==> config.mk <==
export PLATFORM = sky130hd
export DESIGN_NAME = imem_loader
export DESIGN_NICKNAME = d
export VERILOG_FILES = /design/src/rtl/imem_loader.sv
export SDC_FILE = /design/constraint.sdc
export NUM_CORES = 1
export LEC_CHECK = 0
export BUFFER_PORTS_ARGS = -buffer_cell sky130_fd_sc_hd__buf_4
export CAP_MARGIN = 20
export CELL_PAD_IN_SITES_DETAIL_PLACEMENT = 0
export CELL_PAD_IN_SITES_GLOBAL_PLACEMENT = 1
export CORE_MARGIN = 1.5
export CORE_UTILIZATION = 33
export DETAILED_ROUTE_END_ITERATION = 10
export PLACE_DENSITY_LB_ADDON = 0.1
export SLEW_MARGIN = 20
export SYNTH_ARGS = -nofsm -noshare
export SYNTH_HDL_FRONTEND = slang
export SYNTH_SLANG_ARGS = --single-unit
export TNS_END_PERCENT = 20
==> constraint.sdc <==
create_clock -name clk -period 2.5 [get_ports clk]
set_input_delay 0.5 -clock clk [delete_from_list [all_inputs] [get_ports clk]]
set_output_delay 0.5 -clock clk [all_outputs]
set_load 0.01 [all_outputs]
==> src/rtl/imem_loader.sv <==
// Instruction-memory writer for the mini MIPS core: encodes one mnemonic plus fields per
// handshake into a 32-bit MIPS word and writes it to consecutive imem locations.
module imem_loader #(
  parameter int unsigned          ADDR_W    = 8,
  parameter logic [ADDR_W-1:0]    BASE_ADDR = '0
) (
  input  logic              clk,
  input  logic              rst_n,
  input  logic              start,
  input  logic              finish,
  input  logic              in_valid,
  output logic              in_ready,
  input  logic [4:0]        op_sel,
  input  logic [4:0]        f_rs,
  input  logic [4:0]        f_rt,
  input  logic [4:0]        f_rd,
  input  logic [4:0]        f_shamt,
  input  logic [15:0]       f_imm,
  input  logic [25:0]       f_addr,
  output logic              imem_we,
  output logic [ADDR_W-1:0] imem_addr,
  output logic [31:0]       imem_wdata,
  output logic [ADDR_W:0]   word_count,
  output logic              full,
  output logic              err_invalid,
  output logic              cpu_rst_n
);

  typedef enum logic [1:0] {
    S_IDLE  = 2'd0,
    S_LOAD  = 2'd1,
    S_WRITE = 2'd2,
    S_DONE  = 2'd3
  } state_e;

  typedef enum logic [4:0] {
    OP_ADD  = 5'd0,  OP_ADDU  = 5'd1,  OP_SUB  = 5'd2,  OP_SUBU = 5'd3,
    OP_AND  = 5'd4,  OP_OR    = 5'd5,  OP_XOR  = 5'd6,  OP_SLT  = 5'd7,
    OP_SLL  = 5'd8,  OP_SRL   = 5'd9,  OP_SRA  = 5'd10, OP_JR   = 5'd11,
    OP_ADDI = 5'd12, OP_ADDIU = 5'd13, OP_ANDI = 5'd14, OP_ORI  = 5'd15,
    OP_XORI = 5'd16, OP_SLTI  = 5'd17, OP_LUI  = 5'd18, OP_LW   = 5'd19,
    OP_SW   = 5'd20, OP_BEQ   = 5'd21, OP_BNE  = 5'd22, OP_J    = 5'd23,
    OP_JAL  = 5'd24
  } op_e;

  localparam logic [ADDR_W:0] CAPACITY = {1'b1, {ADDR_W{1'b0}}};
  localparam logic [ADDR_W:0] ONE      = {{ADDR_W{1'b0}}, 1'b1};

  state_e           state_q, state_d;
  logic [ADDR_W:0]  word_count_q, word_count_d;
  logic             err_invalid_q, err_invalid_d;
  logic             fin_pend_q, fin_pend_d;
  logic [31:0]      imem_wdata_q, imem_wdata_d;

  logic             accept;
  logic             enc_valid;
  logic [31:0]      enc_word;

  // Instruction encoder; field forcing zeroes operands the decoder must see as 0.
  always_comb begin
    logic [5:0] funct;
    logic [5:0] opcode;
    logic [4:0] rs, rt, rd, sh;
    enc_valid = 1'b1;
    enc_word  = '0;
    funct     = '0;
    opcode    = '0;
    rs        = f_rs;
    rt        = f_rt;
    rd        = f_rd;
    sh        = '0;
    case (op_e'(op_sel))
      OP_ADD, OP_ADDU, OP_SUB, OP_SUBU, OP_AND, OP_OR, OP_XOR, OP_SLT,
      OP_SLL, OP_SRL, OP_SRA, OP_JR: begin
        case (op_e'(op_sel))
          OP_ADD:  funct = 6'h20;
          OP_ADDU: funct = 6'h21;
          OP_SUB:  funct = 6'h22;
          OP_SUBU: funct = 6'h23;
          OP_AND:  funct = 6'h24;
          OP_OR:   funct = 6'h25;
          OP_XOR:  funct = 6'h26;
          OP_SLT:  funct = 6'h2A;
          OP_SLL:  begin funct = 6'h00; rs = '0; sh = f_shamt; end
          OP_SRL:  begin funct = 6'h02; rs = '0; sh = f_shamt; end
          OP_SRA:  begin funct = 6'h03; rs = '0; sh = f_shamt; end
          default: begin funct = 6'h08; rt = '0; rd = '0; end
        endcase
        enc_word = {6'h00, rs, rt, rd, sh, funct};
      end
      OP_ADDI, OP_ADDIU, OP_ANDI, OP_ORI, OP_XORI, OP_SLTI, OP_LUI,
      OP_LW, OP_SW, OP_BEQ, OP_BNE: begin
        case (op_e'(op_sel))
          OP_ADDI:  opcode = 6'h08;
          OP_ADDIU: opcode = 6'h09;
          OP_ANDI:  opcode = 6'h0C;
          OP_ORI:   opcode = 6'h0D;
          OP_XORI:  opcode = 6'h0E;
          OP_SLTI:  opcode = 6'h0A;
          OP_LUI:   begin opcode = 6'h0F; rs = '0; end
          OP_LW:    opcode = 6'h23;
          OP_SW:    opcode = 6'h2B;
          OP_BEQ:   opcode = 6'h04;
          default:  opcode = 6'h05;
        endcase
        enc_word = {opcode, rs, rt, f_imm};
      end
      OP_J:    enc_word = {6'h02, f_addr};
      OP_JAL:  enc_word = {6'h03, f_addr};
      default: enc_valid = 1'b0;
    endcase
  end

  always_comb begin
    state_d       = state_q;
    word_count_d  = word_count_q;
    err_invalid_d = err_invalid_q;
    fin_pend_d    = fin_pend_q;
    imem_wdata_d  = imem_wdata_q;
    imem_we       = 1'b0;
    full          = (word_count_q == CAPACITY);
    in_ready      = (state_q == S_LOAD) && !full;
    accept        = in_valid && in_ready;

    // start overrides everything, including the strobe of an in-flight WRITE.
    if (start) begin
      state_d       = S_LOAD;
      word_count_d  = '0;
      err_invalid_d = 1'b0;
      fin_pend_d    = 1'b0;
    end else begin
      case (state_q)
        S_LOAD: begin
          if (accept && enc_valid) begin
            state_d      = S_WRITE;
            imem_wdata_d = enc_word;
            fin_pend_d   = finish;
          end else begin
            if (accept) err_invalid_d = 1'b1;
            if (finish) state_d = S_DONE;
          end
        end
        S_WRITE: begin
          imem_we      = 1'b1;
          word_count_d = word_count_q + ONE;
          fin_pend_d   = 1'b0;
          state_d      = (fin_pend_q || finish) ? S_DONE : S_LOAD;
        end
        default: ;
      endcase
    end
  end

  always_ff @(posedge clk or negedge rst_n) begin
    if (!rst_n) begin
      state_q       <= S_IDLE;
      word_count_q  <= '0;
      err_invalid_q <= 1'b0;
      fin_pend_q    <= 1'b0;
      imem_wdata_q  <= '0;
    end else begin
      state_q       <= state_d;
      word_count_q  <= word_count_d;
      err_invalid_q <= err_invalid_d;
      fin_pend_q    <= fin_pend_d;
      imem_wdata_q  <= imem_wdata_d;
    end
  end

  assign imem_addr   = BASE_ADDR + word_count_q[ADDR_W-1:0];
  assign imem_wdata  = imem_wdata_q;
  assign word_count  = word_count_q;
  assign err_invalid = err_invalid_q;
  assign cpu_rst_n   = (state_q == S_DONE);

endmodule

==> impl_metrics.py <==
metrics = {
    "sta": {
        "fin_crit_ns": 2.27,
        "timing.final.max_slew_violations": 0,
        "maxSlewHeadroom": 0.490,
        "tightest_slew_ns": 0.763,
        "min_period_over_period": 0.910,
        "setup-tns-final_ns": 0,
        "rsz0062_at_grt": "no",
        "final_report_setup_violation_count": 0,
        "clock-skew-final_ns": 0.00680,
        "finalHoldViolCount": 0,
        "achievable-frequency_mhz": 440,
        "hold_ws_ns": 0.196,
    },
    "clocking": {
        "numCtsBuffers": 5,
        "post_cts_buffers": 0,
        "clock_latency_ns": 0.29,
        "htreeDepth": 2,
        "clk_transition_reported_paths_ns": 0.08,
        "post_cts.resized_instances": 0,
        "cts.sinks": 44,
        "cts_tree": "yes",
        "clk_root_buffer_cell": "sky130_fd_sc_hd__clkbuf_8",
        "cts_buffer_depth": 2,
        "postCtsHoldBufs": 0,
    },
    "run_status": {
        "status": "finished clean",
    },
    "final_layout": {
        "final_area_um2": 3600,
        "filler_cell_count": 736,
        "drive_gt1_frac": 0.370,
        "areaGrowthSynthToFinish_pct": 41.2,
        "nets": 465,
        "layout.cells.most_common_list": "sky130_fd_sc_hd__buf_4, sky130_fd_sc_hd__nor2_1, sky130_fd_sc_hd__dfrtp_1",
        "final-instance-count-excl-fill": 491,
        "antenna_cells": 0,
        "mostFrequentLayoutCell": "sky130_fd_sc_hd__buf_4",
        "fin_util": 0.488,
    },
    "global_route": {
        "gr-usage-met3": 0.0396,
        "grt.busiest_layer": "met2",
        "globalRoute.totalOverflow": 0,
        "initial_antenna_violation_count": 0,
        "grt_first_pass_wirelength_um": 11500,
        "tot_gr_track_use": 0.172,
        "use_met1": 0.228,
        "via_count_of_the_first_global_routing_pass": 2317,
        "groute.layer.met2.usage": 0.284,
        "pin_count_of_the_biggest_net_entering_global_routing": 45,
    },
    "die": {
        "dieHeight_um": 90.9,
        "die_width_um": 90.9,
        "placement_rows": 31,
        "floorplan.initialDensity": 0.346,
        "core_area_um2": 7370,
        "num_io_pins": 126,
        "floorplan.die_area_um2": 8260,
    },
    "critical_path": {
        "timing.critical_path.arrival_ns": 1.77,
        "crit_path_max_incr_delay_ns": 0.56,
        "worstSetupStartpointType": "flip-flop",
        "critPathCaptureType": "output pin",
        "critPathTopFamily": "simple AND/OR/NAND/NOR gates",
        "regToRegSetupSlack_ns": 0.51,
        "timing.critical_path.cells": "nor4_2, and2_1, nor3b_1, buf_4",
        "path_buf_inv": 1,
        "crit_required_ns": 2.00,
        "timing.setup.critical_path_class": "reg2out",
        "crit_path_top_delay_cell": "sky130_fd_sc_hd__nor4_2",
        "path_max_fanout": 9,
    },
    "pwr": {
        "power.share.clock": 0.220,
        "power.ir.vdd_worst_mv": 0.255,
        "seqPwrFrac": 0.442,
        "switching_share": 0.312,
        "net_switching_uw": 667,
        "p_int_uw": 1470,
        "p_leak_uw": 0.00164,
        "share_comb_of_total_power": 0.338,
        "power_density_nw_per_um2": 593,
    },
    "logic_synthesis": {
        "ys_ff_latch": 44,
        "seq_area_frac_synth": 0.432,
        "yosysUniqueCellTypes": 49,
        "syn-cell-area_um2": 2550,
        "postSynth.asyncResetShare": 1.00,
        "synth_top_flop_cell": "sky130_fd_sc_hd__dfrtp_1",
        "synth_cells": 284,
        "synthesis.yosys.warnings": 0,
        "syn_nets": 358,
        "synth_area_per_cell_um2": 8.98,
        "synth-edff-count": 0,
    },
    "place": {
        "numPortBuffers": 124,
        "dpl.cell_count": 483,
        "sum_of_net_half_perimeters_after_detailed_placement_um": 5210,
        "finalWeightedCongestion": 0.761,
        "post_dp_cell_area_um2": 3510,
    },
    "worst_hold_path": {
        "hold_path_class": "in2async",
    },
    "routing": {
        "post_drt_via_cell_ratio": 5.04,
        "dr_total_vias": 2473,
        "wl_per_cell_um": 14.6,
        "route.antenna.remaining_nets": 0,
        "wirelength_um": 7180,
        "detail_route.iter0.violations": 140,
        "drc": 0,
        "drt-pass1-iter-count": 6,
    },
    "run": {
        "drv_cap": 0,
    },
}
## power groups by stage
stage	Clock (uW)	Sequential (uW)	Combinational, uW
CTS	486	946	734
global placement	0	957	726
global route	515	967	794
finish	470	945	722
floorplan	0	1020	261
detailed placement	0	959	732
## sequential cells by signal (all words and copies together), names as in the netlist
signal,count
err_invalid,1
word_count,9
imem_wdata,31
state_q,2
fin_pend_q,1
## cell usage after synthesis, drive strengths merged (3+ instances only)
library cell | n | area share
nand3 | 3 | 0.0059
clkbuf | 14 | 0.021
buf | 16 | 0.041
dfrtp | 44 | 0.43
o21bai | 4 | 0.012
nor3 | 5 | 0.0098
a222oi | 10 | 0.039
a211oi | 3 | 0.0088
o21ai | 5 | 0.0098
mux2i | 3 | 0.012
xor2 | 4 | 0.014
a22oi | 6 | 0.018
nor2 | 47 | 0.069
nand3b | 6 | 0.018
a21oi | 43 | 0.089
nand2 | 10 | 0.015
xnor2 | 4 | 0.014
a31oi | 4 | 0.0098
nor2b | 3 | 0.0074
inv | 4 | 0.0059
nand2b | 8 | 0.020
a32oi | 5 | 0.017
## cell families after synthesis
| group | Yosys count | share of synthesized area |
|---|---|---|
| compound gates | 92 | 0.248 |
| xor+xnor | 8 | 0.0275 |
| fa+ha+maj | 2 | 0.00981 |
| buf+inv | 34 | 0.0672 |
| flops | 44 | 0.432 |
| mux | 3 | 0.0118 |
| other cells | 1 | 0.00147 |
| simple gates | 100 | 0.203 |
## worst paths after layout
| kind | startpoint | endpoint | depth (start not counted) |
|---|---|---|---|
| max in group asynchronous | rst_n | imem_wdata[21] | 1 |
| max | word_count[3] | in_ready | 4 |
| min reg2reg | imem_wdata[31] | imem_wdata[31] | 2 |
| max reg2reg | word_count[0] | imem_wdata[27] | 7 |
| min in group clk | f_imm[0] | imem_wdata[0] | 3 |
| min | rst_n | word_count[3] | 1 |
## through the flow
step / total power, uW / setup WS (ns)
floorplan: 1280 / 0.535
global placement: 1680 / 0.405
detailed placement: 1690 / 0.372
CTS: 2170 / 0.163
global route: 2280 / 0.0870
finish: 2140 / 0.226
## worst register-to-register path: stages, from the launching register on
cell and delay (ns):
sky130_fd_sc_hd__dfrtp_1 0.45, sky130_fd_sc_hd__inv_1 0.07, sky130_fd_sc_hd__ha_1 0.19, sky130_fd_sc_hd__and4bb_2 0.28
sky130_fd_sc_hd__a2111oi_4 0.39, sky130_fd_sc_hd__buf_12 0.25, sky130_fd_sc_hd__inv_2 0.06, sky130_fd_sc_hd__o31ai_1 0.22
## layout make-up
type                       instances  area, um2  area share
multi-input combinational        206       1280       0.355
sequential                        44       1100       0.306
timing repair buffer             130        988       0.275
tap                               99        124      0.0344
clock buffer                       7       86.3      0.0240
inverter                           4       15.0     0.00417
clock inverter                     1       7.51     0.00209
## metal layers
layer  vias to the layer above  part of all wire
li1                       1241                 -
met1                      1169              0.44
met2                        61              0.51
met3                         2             0.050
met4                         0            0.0050
met5                         -                 0
Note: power is estimated with default switching activity, not from simulation.
